==> config.mk <==
export PLATFORM = sky130hd
export DESIGN_NAME = stream_upsizer
export DESIGN_NICKNAME = d
export VERILOG_FILES = /design/src/rtl/stream_upsizer.sv
export SDC_FILE = /design/constraint.sdc
export NUM_CORES = 1
export LEC_CHECK = 0
export CAP_MARGIN = 10
export CORE_MARGIN = 3
export CORE_UTILIZATION = 53
export DETAILED_ROUTE_END_ITERATION = 8
export PLACE_DENSITY = 0.79
export SKIP_CTS_REPAIR_TIMING = 1
export SLEW_MARGIN = 10
export SYNTH_ARGS = -nofsm -noshare
export SYNTH_HDL_FRONTEND = slang
export SYNTH_SLANG_ARGS = --single-unit
==> constraint.sdc <==
create_clock -name clk_i -period 2.5 [get_ports clk_i]
set_input_delay 0.25 -clock clk_i [delete_from_list [all_inputs] [get_ports clk_i]]
set_output_delay 0.25 -clock clk_i [all_outputs]
set_load 0.03 [all_outputs]
==> src/rtl/stream_upsizer.sv <==
// ============================================================================
// Module   : stream_upsizer
// Brief    : Packs RATIO beats of DATA_SIZE bits into one word, lane 0 first.
//            Optional macro STREAM_UPSIZER_LAST_EN adds early close on
//            data_last_i with data_keep_o / data_last_o.
// Revision : 1.0 - initial release
// ============================================================================
`default_nettype none

module stream_upsizer #(
  parameter int DATA_SIZE = 8,
  parameter int RATIO     = 4
) (
  input  logic                         clk_i,
  input  logic                         rst_clk_ni,
  input  logic [DATA_SIZE-1:0]         data_i,
  input  logic                         data_valid_i,
  output logic                         data_ready_o,
`ifdef STREAM_UPSIZER_LAST_EN
  input  logic                         data_last_i,
  output logic                         data_last_o,
  output logic [RATIO-1:0]             data_keep_o,
`endif
  output logic [DATA_SIZE*RATIO-1:0]   data_o,
  output logic                         data_valid_o,
  input  logic                         data_ready_i
);

  localparam int          c_CW   = (RATIO > 1) ? $clog2(RATIO) : 1;
  localparam logic [c_CW-1:0] c_LAST = c_CW'(RATIO - 1);

  logic [c_CW-1:0]            r_cnt;
  logic [DATA_SIZE*RATIO-1:0] r_acc;
  logic [DATA_SIZE*RATIO-1:0] r_data;
  logic                       r_valid;

  logic                       w_close;
  logic                       w_in_fire;
  logic                       w_out_fire;
  logic [DATA_SIZE*RATIO-1:0] w_word;

`ifdef STREAM_UPSIZER_LAST_EN
  logic                       r_last;
  logic [RATIO-1:0]           r_keep;
  logic [RATIO-1:0]           w_keep;

  assign w_close = (r_cnt == c_LAST) || data_last_i;

  always_comb begin
    w_keep = '0;
    for (int i = 0; i < RATIO; i++) begin
      w_keep[i] = (c_CW'(i) <= r_cnt);
    end
  end

  always_ff @(posedge clk_i) begin
    if (!rst_clk_ni) begin
      r_last <= 1'b0;
      r_keep <= '0;
    end else if (w_in_fire && w_close) begin
      r_last <= data_last_i;
      r_keep <= w_keep;
    end
  end

  assign data_last_o = r_last;
  assign data_keep_o = r_keep;
`else
  assign w_close = (r_cnt == c_LAST);
`endif

  // Ready is forced high in reset; only a closing beat can be back-pressured.
  assign data_ready_o = !rst_clk_ni || !w_close || !r_valid || data_ready_i;
  assign w_in_fire    = data_valid_i && data_ready_o;
  assign w_out_fire   = r_valid && data_ready_i;

  always_comb begin
    w_word = r_acc;
    w_word[int'(r_cnt)*DATA_SIZE +: DATA_SIZE] = data_i;
  end

  // The accumulator is cleared on close so unused lanes of a short word are 0.
  always_ff @(posedge clk_i) begin
    if (!rst_clk_ni) begin
      r_cnt   <= '0;
      r_acc   <= '0;
      r_data  <= '0;
      r_valid <= 1'b0;
    end else if (w_in_fire && w_close) begin
      r_cnt   <= '0;
      r_acc   <= '0;
      r_data  <= w_word;
      r_valid <= 1'b1;
    end else begin
      if (w_in_fire) begin
        r_cnt <= r_cnt + c_CW'(1);
        r_acc <= w_word;
      end
      if (w_out_fire) begin
        r_valid <= 1'b0;
      end
    end
  end

  assign data_o       = r_data;
  assign data_valid_o = r_valid;

endmodule

`default_nettype wire

=== Yosys cells after proc, flatten, opt, wreduce, memory -nomap -nowiden ===
Index checks and enable logic that the tools add are counted.

* Bits in registers: 67
* Input bits: 12

* Add/subtract/negate cells: 2
* Eq/ne operators: 1
* Shifts and indexed selects: 2
* Multiplexer cells: 3
* Bitwise operators: 1
* Reduce and logical (&&, ||, !) cells: 11

{| class="wikitable"
|+ Operators by type and width
! cell !! number
|-
| $neg A5 Y33 || 1
|-
| $shift A8 B33 Y32 const A || 1
|-
| $shiftx A8 B33 Y32 || 1
|-
| $bwmux W32 || 1
|-
| $logic_and A1 B1 Y1 || 3
|-
| $logic_not A1 Y1 || 3
|-
| $logic_or A1 B1 Y1 || 3
|-
| $add A2 B1 Y2 const B || 1
|-
| $eq A2 B2 Y1 const B || 1
|-
| $mux W1 || 2
|-
| $reduce_bool A2 Y1 || 1
|-
| $reduce_or A2 Y1 || 1
|-
| $not A1 Y1 || 1
|}

=== Logic depth before layout (Yosys ltp) ===
Gate-level depths: netlist (run 1).

* Word-level depth: 8
* Mapped depth: 8
* Mapped depth without buffers: 6

=== Worst setup path before layout (run 1) ===
No wires, ideal clock.

* Kind: reg2reg
* Start point: register r_cnt[0]
* End point: register r_acc[26]
* Arrival time: 1.674 ns
* Slack: 0.709 ns
* Cell stages (with the launch flop): 9
* Path buffers: 2
* Period minus slack after synthesis: 1.791 ns
* Path through: dfxtp_1 > inv_2 > ha_1 > and4bb_1 > buf_6 > and2b_1 > buf_6 > a32oi_1 > nor2_1

* Cells in the longest elaborated chain, start to end: 8
* Elaborated cells between the ends (all ways): 12
* Those cells by class: add/sub (1); eq/ne (1); shift (2); mux (1); reduce/logical (7)

{| class="wikitable"
|+ Ends and longest elaborated chain
! item !! RTL line !! source
|-
| start, declared || 32 || <nowiki>logic [c_CW-1:0] r_cnt;</nowiki>
|-
| start signal, assigned || 96 || <nowiki>r_cnt <= r_cnt + c_CW'(1);</nowiki>
|-
| branches (longest 8 deep; another with $neg A5 Y33) || -- ||
|-
| end signal, assigned || 97 || <nowiki>r_acc <= w_word;</nowiki>
|-
| end, declared || 33 || <nowiki>logic [DATA_SIZE*RATIO-1:0] r_acc;</nowiki>
|}

Several ways; the timed one is not identified.
A chain may end at the register's enable or synchronous reset.

=== Final worst setup path (run 1) ===
* Start point: register r_cnt[0]
* End point: register r_data[26], in the netlist data_o[26]

* Cells in the longest elaborated chain, start to end: 7
* Elaborated cells between the ends (all ways): 11
* Those cells by class: add/sub (1); eq/ne (1); shift (2); mux (1); reduce/logical (6)

{| class="wikitable"
|+ Ends and longest elaborated chain
! item !! RTL line !! source
|-
| branches (longest 7 deep; another with $neg A5 Y33) || -- ||
|-
| end signal, assigned || 92 || <nowiki>r_data <= w_word;</nowiki>
|-
| end, declared || 34 || <nowiki>logic [DATA_SIZE*RATIO-1:0] r_data;</nowiki>
|}

Several ways; the timed one is not identified.

==> metrics.cfg, run 1 <==
[status]
outcome = finished clean

[global_routing]
grt_start_max_net_pins = 45
global_route_wire_length_before_repair_microns = 11700
track_usage_pct = 23.7
grt_remaining_overflow = 0
grt_pass1_vias = 2397
antenna_found_initial = 0

[cts]
cts.clk_slew.worst_paths_ns = 0.08
cts_tree = yes
cts.root.buffer_cell = sky130_fd_sc_hd__clkbuf_8
clock_insertion_delay_worst_skew_ns = 0.35
cts_inserted_buffers = 9
numClockSinks = 67
h_tree_lvls = 3
clk_path_buf_depth = 2

[floorplanning]
initial_standard_cell_utilization_of_the_core_pct = 55.4
floorplan_core_area_sq_mm = 0.00517
fp.dieArea_sq_mm = 0.00633
ios = 46
rows = 26
chipHeight_microns = 79.5
floorplan.die.width_microns = 79.5

[worst_setup_path]
cp_data_arrival_time_ns = 2.41
maximum_fanout_along_the_worst_path = 9
setup.worst_path.start_class = register
critPathMaxStageDelay_ns = 0.50
cpMaxStageDelayCell = sky130_fd_sc_hd__dfxtp_1
critPathMostFrequentCell = sky130_fd_sc_hd__a21oi_1
worstSetupPathType = reg -> reg
worstPathRequired_ns = 2.78
kind_of_capture_point_of_the_worst_setup_path = register
worstPathCellList = inv_2, ha_1, and4bb_1, and2b_1, a21oi_1, a21oi_1

[routing]
vias = 2518
postRouteAntennaNets = 0
route.detailed.wl_per_inst_microns = 16.4
total_iterations_of_the_first_detailed_routing_run = 5
drcViolationCount = 0
detailedRoute.firstIterationViolations = 150
routed_via_density = 5.84
wl_microns = 7060

[yosys]
synth-warning-count = 0
synth_enable_flop_cells = 0
most_used_flip_flop_cell_after_synthesis = sky130_fd_sc_hd__dfxtp_1
synth_fp_nets = 339
synth-seq-area-share_pct = 46.8
synth_seq_cells = 67
number_of_cells_produced_by_synthesis = 321
syn_area_sq_mm = 0.00287
synth_cell_type_count = 28
synth-async-reset-ratio_pct = 0
synthesis.area_per_instance_sq_um = 8.93

[cells_and_area]
final_util_pct = 67.6
synthesis_to_layout_area_growth_pct = 22.0
antenna_cells_inserted = 0
final_cell_mix = 67 x sky130_fd_sc_hd__dfxtp_1, 58 x sky130_fd_sc_hd__a21oi_1, 44 x sky130_fd_sc_hd__clkdlybuf4s50_1
final_nets = 374
mostFrequentLayoutCell = sky130_fd_sc_hd__dfxtp_1
multi_input_comb_area_sq_mm = 0.00133
seqCellArea_sq_mm = 0.00134
fillers = 417
drive_gt1_share_pct = 8.03

[timing]
achievable-frequency_ghz = 0.469
hold_violations = 0
worst_pin_slew_ns = 0.543
timing.setup.tns_ns = 0
setup_viol = 0
final.period_utilization_pct = 85.3
slew-limit-headroom_pct = 63.8
whs_ns = 0.470
skew_ns = 0.00973
final_period_minus_worst_setup_slack_ns = 2.13
rsz0062_at_grt = false
drv_slew = 0

[power_and_ir_drop]
power.ir.vdd_worst_uv = 581
p_leak_nw = 1.33
p_per_area_mw_per_mm2 = 664

[place]
routability_cong = 0.873
io_buffer_count = 45
dp_hpwl_microns = 4530

[flow_run]
max-cap-violations = 0

[hold_path]
holdCritPathClass = reg -> reg

## area by class of cell
class	instances	share of cell area, %
inverter	3	0.322
timing repair buffer	53	14.5
tap	70	2.50
sequential	67	38.4
multi-input combinational	222	38.1
clock buffer	10	3.65
clock inverter	6	2.58
## per-stage QoR
step	instance area [sq um]	instances	setup slack (ns)	total power, W
2_1_floorplan	2870	321	0.709	0.00129
3_3_place_gp	3280	415	0.525	0.00135
3_5_place_dp	3280	415	0.418	0.00136
4_1_cts	3500	431	0.380	0.00233
5_1_grt	3500	431	0.172	0.00241
6_report	3500	431	0.367	0.00232
## state kept, by name, indices dropped and copies added (netlist names)
name	cells
data_o	32
data_valid_o	1
r_acc	32
r_cnt	2
## Yosys cell counts (3+ instances only)
cell / number / area, sq um
sky130_fd_sc_hd__dfxtp_1: 67 / 1340
sky130_fd_sc_hd__a21oi_1: 59 / 295
sky130_fd_sc_hd__nor2_1: 35 / 131
sky130_fd_sc_hd__o21ai_0: 32 / 160
sky130_fd_sc_hd__a32oi_1: 20 / 175
sky130_fd_sc_hd__nor2b_1: 17 / 106
sky130_fd_sc_hd__buf_2: 13 / 65.1
sky130_fd_sc_hd__a22oi_1: 12 / 90.1
sky130_fd_sc_hd__and2b_1: 9 / 67.6
sky130_fd_sc_hd__nand2_1: 9 / 33.8
sky130_fd_sc_hd__buf_6: 8 / 90.1
sky130_fd_sc_hd__ha_1: 6 / 75.1
sky130_fd_sc_hd__and3_1: 5 / 31.3
sky130_fd_sc_hd__a31oi_1: 4 / 25.0
sky130_fd_sc_hd__clkbuf_1: 4 / 15.0
sky130_fd_sc_hd__nand3_1: 4 / 20.0
sky130_fd_sc_hd__buf_4: 3 / 22.5
## cells by family after synthesis
logic type               count (synthesis)  share of synthesized area [%]
buffers and inverters                   32                           7.29
flip-flops                              67                           46.8
AND/OR/NAND/NOR                         86                           16.5
XOR/XNOR                                 1                          0.306
adder cells (fa/ha/maj)                  6                           2.62
AO/OA/AOI/OAI                          129                           26.5
## metal layers
metal | share of wire, % | wire length, microns | track usage (%)
met4 | 2.0 | 142 | 10.8
met3 | 4.7 | 331 | 4.29
met2 | 47 | 3330 | 36.8
met1 | 46 | 3250 | 32.0
met5 | 0 | 0 | 0
## final timing paths
check	from	endpoint	slack, ns	depth (start not counted)
worst max-delay path	r_cnt[0]	data_o[26]	0.37	6
worst min register to register	r_acc[13]	data_o[13]	0.47	2
worst max register to register	r_cnt[0]	data_o[26]	0.37	6
worst min-delay path	r_acc[13]	data_o[13]	0.47	2
## where the power goes
part	switching, W	leakage (nW)	internal [W]
Combinational	0.000150	0.679	0.0000884
Clock	0.000419	0.106	0.000563
Sequential	0.0000148	0.541	0.00109
## critical path, delay by kind of cell, from the launching register on
kind | cells | cell delay [ns]
compound gates | 2 | 0.27
buf+inv | 1 | 0.10
flops | 1 | 0.50
simple gates | 2 | 0.80
fa+ha+maj | 1 | 0.40
Power figures use the tool's default switching activity.
==> run 2: changes to the inputs <==
Settings changed: CTS_CLUSTER_SIZE set to 25.
==> results of run 2 <==
Final layout, timing and power as in run 1 (identical DEF).
